### config.mk
export PLATFORM = sky130hd
export DESIGN_NAME = phy_tx_sched_flat
export DESIGN_NICKNAME = d
export VERILOG_FILES = /design/src/rtl/phy_tx_pkg.sv /design/src/rtl/phy_tx_sched_if.sv /design/src/rtl/rr_arbiter2.sv /design/src/rtl/phy_tx_sched.sv /design/src/flat_wrapper.sv
export SDC_FILE = /design/constraint.sdc
export NUM_CORES = 1
export LEC_CHECK = 0
export CAP_MARGIN = 10
export CORE_ASPECT_RATIO = 0.8
export CORE_UTILIZATION = 40
export DETAILED_ROUTE_END_ITERATION = 7
export HOLD_SLACK_MARGIN = 0.1
export PLACE_DENSITY = 0.73
export SETUP_SLACK_MARGIN = 0.4
export SLEW_MARGIN = 25
export SYNTH_ARGS = -nofsm -noshare
export SYNTH_HDL_FRONTEND = slang
export SYNTH_HIERARCHICAL = 1
export SYNTH_SLANG_ARGS = --single-unit
export TNS_END_PERCENT = 10
### constraint.sdc
create_clock -name clk_4f -period 2.02 [get_ports clk_4f]
set_input_delay 0.404 -clock clk_4f [delete_from_list [all_inputs] [get_ports clk_4f]]
set_output_delay 0.404 -clock clk_4f [all_outputs]
set_load 0.02 [all_outputs]
### src/rtl/phy_tx_pkg.sv
// Shared symbols, state encoding and lane types for the PHY TX byte scheduler.
// Constants only; no latency or flow control of its own.
package phy_tx_pkg;

  localparam logic [7:0] COM = 8'hBC;
  localparam logic [7:0] IDL = 8'h7C;

  localparam int unsigned LANE_W = 1;
  typedef logic [LANE_W-1:0] lane_t;
  localparam lane_t LANE0 = lane_t'(0);
  localparam lane_t LANE1 = lane_t'(1);

  typedef enum logic [1:0] {
    ST_SYNC   = 2'd0,
    ST_ACTIVE = 2'd1,
    ST_PAUSE  = 2'd2
  } sched_state_t;

endpackage

### src/rtl/phy_tx_sched_if.sv
// Two requester lanes plus the byte stream toward the serializer.
// Lane ready is combinational from the scheduler; the output side has no backpressure.
interface phy_tx_sched_if;
  import phy_tx_pkg::*;

  logic       valid0;
  logic [7:0] data0;
  logic       ready0;
  logic       valid1;
  logic [7:0] data1;
  logic       ready1;
  logic [7:0] data_out;
  logic       data_k;
  lane_t      lane_id;
  logic       synced;

  modport master (
    output valid0, data0, valid1, data1,
    input  ready0, ready1, data_out, data_k, lane_id, synced
  );

  modport slave (
    input  valid0, data0, valid1, data1,
    output ready0, ready1, data_out, data_k, lane_id, synced
  );

endinterface

### src/rtl/rr_arbiter2.sv
// Two-requester round-robin grant: grant is combinational, pointer moves past the winner
// on each grant. Zero latency; a lane stays unserved while en is low.
module rr_arbiter2
  import phy_tx_pkg::*;
(
  input  logic       clk_4f,
  input  logic       reset,
  input  logic [1:0] req,
  input  logic       en,
  output logic [1:0] gnt,
  output lane_t      gnt_lane,
  output logic       gnt_vld
);

  lane_t rr_ptr;

  always_comb begin
    gnt_lane = LANE0;
    if (req == 2'b10)
      gnt_lane = LANE1;
    else if (req == 2'b11)
      gnt_lane = rr_ptr;
  end

  assign gnt_vld = en & (|req);
  assign gnt     = gnt_vld ? ((gnt_lane == LANE1) ? 2'b10 : 2'b01) : 2'b00;

  always_ff @(posedge clk_4f or negedge reset) begin
    if (!reset)
      rr_ptr <= LANE0;
    else if (gnt_vld)
      rr_ptr <= ~gnt_lane;
  end

endmodule

### src/rtl/phy_tx_sched.sv
// Byte scheduler feeding the TX serializer: COM sync burst, round-robin lanes, IDL fill.
// One cycle from lane handshake to data_out; lanes are held off by ready, serializer never stalls.
module phy_tx_sched
  import phy_tx_pkg::*;
#(
  parameter int unsigned N_SYNC = 4
) (
  input  logic             clk_4f,
  input  logic             reset,
  input  logic             tx_en,
  input  logic             resync,
  phy_tx_sched_if.slave    tx
);

  localparam logic [3:0] SYNC_N = 4'(N_SYNC);

  sched_state_t state;
  logic [3:0]   sync_cnt;
  logic [1:0]   gnt;
  lane_t        gnt_lane;
  logic         gnt_vld;
  logic         grant_en;
  logic [7:0]   gnt_dat;

  // resync and tx_en gate ready in the same cycle so a pending byte is never half-taken
  assign grant_en = (state == ST_ACTIVE) & tx_en & ~resync;

  rr_arbiter2 u_arb (
    .clk_4f   (clk_4f),
    .reset    (reset),
    .req      ({tx.valid1, tx.valid0}),
    .en       (grant_en),
    .gnt      (gnt),
    .gnt_lane (gnt_lane),
    .gnt_vld  (gnt_vld)
  );

  assign tx.ready0 = gnt[0];
  assign tx.ready1 = gnt[1];
  assign gnt_dat   = (gnt_lane == LANE1) ? tx.data1 : tx.data0;

  always_ff @(posedge clk_4f or negedge reset) begin
    if (!reset) begin
      state       <= ST_SYNC;
      sync_cnt    <= 4'd0;
      tx.data_out <= COM;
      tx.data_k   <= 1'b1;
      tx.lane_id  <= LANE0;
      tx.synced   <= 1'b0;
    end else if (resync) begin
      state       <= ST_SYNC;
      sync_cnt    <= 4'd0;
      tx.data_out <= COM;
      tx.data_k   <= 1'b1;
      tx.lane_id  <= LANE0;
      tx.synced   <= 1'b0;
    end else begin
      tx.data_out <= IDL;
      tx.data_k   <= 1'b1;
      tx.lane_id  <= LANE0;
      case (state)
        ST_SYNC: begin
          if (sync_cnt < SYNC_N) begin
            sync_cnt    <= sync_cnt + 4'd1;
            tx.data_out <= COM;
          end else begin
            state     <= tx_en ? ST_ACTIVE : ST_PAUSE;
            tx.synced <= 1'b1;
          end
        end
        ST_ACTIVE: begin
          if (!tx_en) begin
            state <= ST_PAUSE;
          end else if (gnt_vld) begin
            tx.data_out <= gnt_dat;
            tx.data_k   <= 1'b0;
            tx.lane_id  <= gnt_lane;
          end
        end
        ST_PAUSE: begin
          if (tx_en)
            state <= ST_ACTIVE;
        end
        default: begin
          state       <= ST_SYNC;
          sync_cnt    <= 4'd0;
          tx.data_out <= COM;
          tx.synced   <= 1'b0;
        end
      endcase
    end
  end

endmodule

### src/flat_wrapper.sv
// flat-port wrapper written by rule: the top's interface ports become plain ports
module phy_tx_sched_flat import phy_tx_pkg::*;
#(
  parameter int unsigned N_SYNC = 4
)
  (clk_4f, reset, tx_en, resync, tx_valid0, tx_data0, tx_valid1, tx_data1, tx_ready0, tx_ready1, tx_data_out, tx_data_k, tx_lane_id, tx_synced);
  phy_tx_sched_if tx_i ();
  input  logic clk_4f;
  input  logic reset;
  input  logic tx_en;
  input  logic resync;
  input wire logic [$bits(tx_i.valid0)-1:0] tx_valid0;
  input wire logic [$bits(tx_i.data0)-1:0] tx_data0;
  input wire logic [$bits(tx_i.valid1)-1:0] tx_valid1;
  input wire logic [$bits(tx_i.data1)-1:0] tx_data1;
  output wire logic [$bits(tx_i.ready0)-1:0] tx_ready0;
  output wire logic [$bits(tx_i.ready1)-1:0] tx_ready1;
  output wire logic [$bits(tx_i.data_out)-1:0] tx_data_out;
  output wire logic [$bits(tx_i.data_k)-1:0] tx_data_k;
  output wire logic [$bits(tx_i.lane_id)-1:0] tx_lane_id;
  output wire logic [$bits(tx_i.synced)-1:0] tx_synced;
  assign tx_i.valid0 = tx_valid0;
  assign tx_i.data0 = tx_data0;
  assign tx_i.valid1 = tx_valid1;
  assign tx_i.data1 = tx_data1;
  assign tx_ready0 = tx_i.ready0;
  assign tx_ready1 = tx_i.ready1;
  assign tx_data_out = tx_i.data_out;
  assign tx_data_k = tx_i.data_k;
  assign tx_lane_id = tx_i.lane_id;
  assign tx_synced = tx_i.synced;
  phy_tx_sched #(.N_SYNC(N_SYNC)) u_core (.clk_4f(clk_4f), .reset(reset), .tx_en(tx_en), .resync(resync), .tx(tx_i));
endmodule
==> flow_summary.json <==
{
  "outcome": "finished with violations",
  "violations": "design-rule violations",
  "fin_ws_ns": 0.207,
  "fin_crit_sh_pct": 89.7,
  "clk_latency_ns": 0.29,
  "fmax_ghz": 0.552,
  "grt_pass1_vias": 845,
  "synth_edf_count": 0,
  "num_antenna_cells": 0,
  "slew_headroom_pct": 76.6,
  "path_cells": "clkdlybuf4s50_1",
  "ioPinCount": 35,
  "nFillCells": 169,
  "rrSetupSlack_ns": 0.29,
  "p_per_area_nw_per_um2": 1190,
  "viasPerCell": 5.22,
  "ir_worst_vdd_mv": 0.883,
  "cts.clk_slew.worst_paths_ns": 0.10,
  "max_stage_delay_ns": 0.59,
  "die_w_um": 57.0,
  "r2r-start": "u_core/state[0]$_DFFE_PN0P_",
  "grt_pass1_wl_um": 3750,
  "fin_crit_ns": 1.81,
  "die_area_um2": 2630,
  "synth-warning-count": 6,
  "grt_setup_unrepaired": "yes",
  "syn-num-nets": 125,
  "drt_wl_total_um": 2360,
  "path_buf_inv": 1,
  "drc": 10,
  "tightest_slew_ns": 0.344,
  "leakagePower_nw": 0.651,
  "yosys.area.top_type": "dfrtp_1",
  "hpwl_um": 1660,
  "layout-drive-gt1-share_pct": 32.0,
  "endpoint": "tx_data_out[7]",
  "fin_nets": 178,
  "cts_tree": "built",
  "crit_cells": 1,
  "yosysTopAreaCellShare_pct": 31.0,
  "cp_data_arrival_time_ns": 1.41,
  "setup_viol_count_final": 0,
  "wl_per_cell_um": 13.5,
  "grt_max_degree": 19,
  "drt_iter0_drc": 25,
  "cap_violations": 0,
  "reg2reg_to": "u_core/state[0]$_DFFE_PN0P_",
  "startpoint_type": "flop",
  "synth_cell_type_count": 29,
  "coreArea_um2": 2210,
  "ys_seq_area_share_pct": 47.2,
  "cts_buffers": 3,
  "synth_commonest_cells": "dfrtp_1, nor2_1, nand2_1",
  "finalPower_mw": 1.86,
  "ff2ff_path_depth": 6,
  "final_util_pct": 70.5,
  "synth.most_common_cell": "dfrtp_1",
  "num_vias": 913,
  "startpoint": "u_core/tx.data_out[7]$_DFF_PN1_",
  "critPathRequiredTime_ns": 1.62,
  "initial_core_util_pct": 43.8,
  "hold_viol_final": 0,
  "gp_congestion": 0.789,
  "tns_ns": 0,
  "place_ws_ns": -0.241,
  "dr.pass1.iters": 6,
  "synth_top_flop_cell": "dfrtp_1",
  "slowest_stage": "clkdlybuf4s50_1",
  "antenna_left": 0,
  "ys_seq_elements": 18,
  "grtUsageTotal_pct": 19.1,
  "clkSinkCount": 18,
  "clockBufferDepth": 2,
  "antenna_found_initial": 0,
  "min_path_type": "in -> async",
  "drv_slew": 0,
  "fin_skew_ns": 0.00457,
  "critPathTopFamily": "buffers and inverters",
  "die_h_um": 46.0,
  "path_class": "reg -> out",
  "io_buffers": 34,
  "syn-cell-area_um2": 970,
  "row_count": 15,
  "synth_area_leaders": "dfrtp_1, dfstp_2, ha_1, mux2_2, a21oi_1",
  "async_flop_share_pct": 100,
  "grt.overflow.total": 0,
  "syn_to_final_growth_pct": 60.9,
  "worst-path-max-fanout": 1,
  "cts_max_level": 1,
  "syn_inst": 98,
  "cts_root_buf": "clkbuf_4",
  "end_kind": "output port",
  "syn-mean-instance-area_um2": 9.89
}
==> per-stage QoR <==
stage | instance area (µm²) | std cells | hold WS [ns]
floorplan | 988 | 98 | 0.108
global placement | 1440 | 167 | 0.477
detailed placement | 1440 | 167 | 0.480
CTS | 1490 | 171 | 0.434
global route | 1560 | 175 | 0.442
finish | 1560 | 175 | 0.437
==> routing by layer <==
layer | vias up | global-route usage (%) | part of all wire [%]
met5 | - | 0 | 0
li1 | 454 | - | -
met2 | 32 | 34.1 | 51
met4 | 0 | 6.34 | 1.1
met1 | 423 | 21.2 | 39
met3 | 4 | 7.67 | 8.4
==> report_power, final <==
part | internal [mW] | leakage (nW) | switching [mW] | total (mW)
Combinational | 0.571 | 0.404 | 0.534 | 1.11
Sequential | 0.477 | 0.226 | 0.0596 | 0.537
Clock | 0.110 | 0.0210 | 0.105 | 0.215
==> area by class of cell <==
cell class,instances,area (µm²),share of cell area (%)
clock buffer,4,36.3,2.33
tap,25,31.3,2.00
multi-input combinational,73,546,35.0
sequential,18,458,29.4
inverter,4,15.0,0.962
timing repair buffer,51,474,30.4
==> worst min path at each step <==
stage	end	slack [ns]
2_1_floorplan	u_core/state[0]$_DFFE_PN0P_	0.11
3_3_place_gp	u_core/tx.synced$_DFFE_PN0P_	0.48
3_5_place_dp	u_core/tx.synced$_DFFE_PN0P_	0.48
4_1_cts	u_core/sync_cnt[2]$_DFFE_PN0P_	0.43
5_1_grt	u_core/tx.lane_id$_DFF_PN0_	0.44
6_report	u_core/sync_cnt[2]$_DFFE_PN0P_	0.44
==> logic make-up (layout without fill, tap and decap cells) <==
family | count (synthesis) | count (layout) | synth area share, %
multiplexers | 9 | 9 | 9.94
buffers and inverters | 7 | 59 | 3.22
AND/OR/NAND/NOR | 33 | 33 | 17.0
adder cells (fa/ha/maj) | 5 | 5 | 6.45
flip-flops | 18 | 18 | 47.2
AO/OA/AOI/OAI | 26 | 26 | 16.1
==> flip-flops by register name, indices dropped and copies added (netlist names) <==
signal,count
u_core/u_arb/rr_ptr,1
u_core/tx.data_k,1
u_core/tx.synced,1
u_core/state,2
u_core/sync_cnt,4
u_core/tx.lane_id,1
u_core/tx.data_out,8
==> timing repair <==
action | CTS | global route
hold buffers | 0 | 0
pin swaps | 4 | 4
hold endpoints to repair | 0 | 0
setup endpoints to repair | 25 | 26
setup buffers | 0 | 4
gates resized for setup | 18 | 10
==> layout by cell type, fill, tap and decap left out, types with 2 or more instances in the layout <==
cell type         n
a31oi_1           2
nor2_1            9
dfrtp_1          12
mux2i_1           3
buf_4            16
a311oi_1          2
clkbuf_4          3
dfstp_2           6
clkdlybuf4s50_1  29
mux2_2            5
o21ai_0           8
ha_1              3
dlygate4sd2_1     2
a21oi_2           2
and2_1            2
inv_2             2
o21a_1            4
ha_4              2
buf_6             3
inv_1             2
nor4_1            2
a21oi_1           6
nand2_1           7
Note: power is estimated with default switching activity, not from simulation.
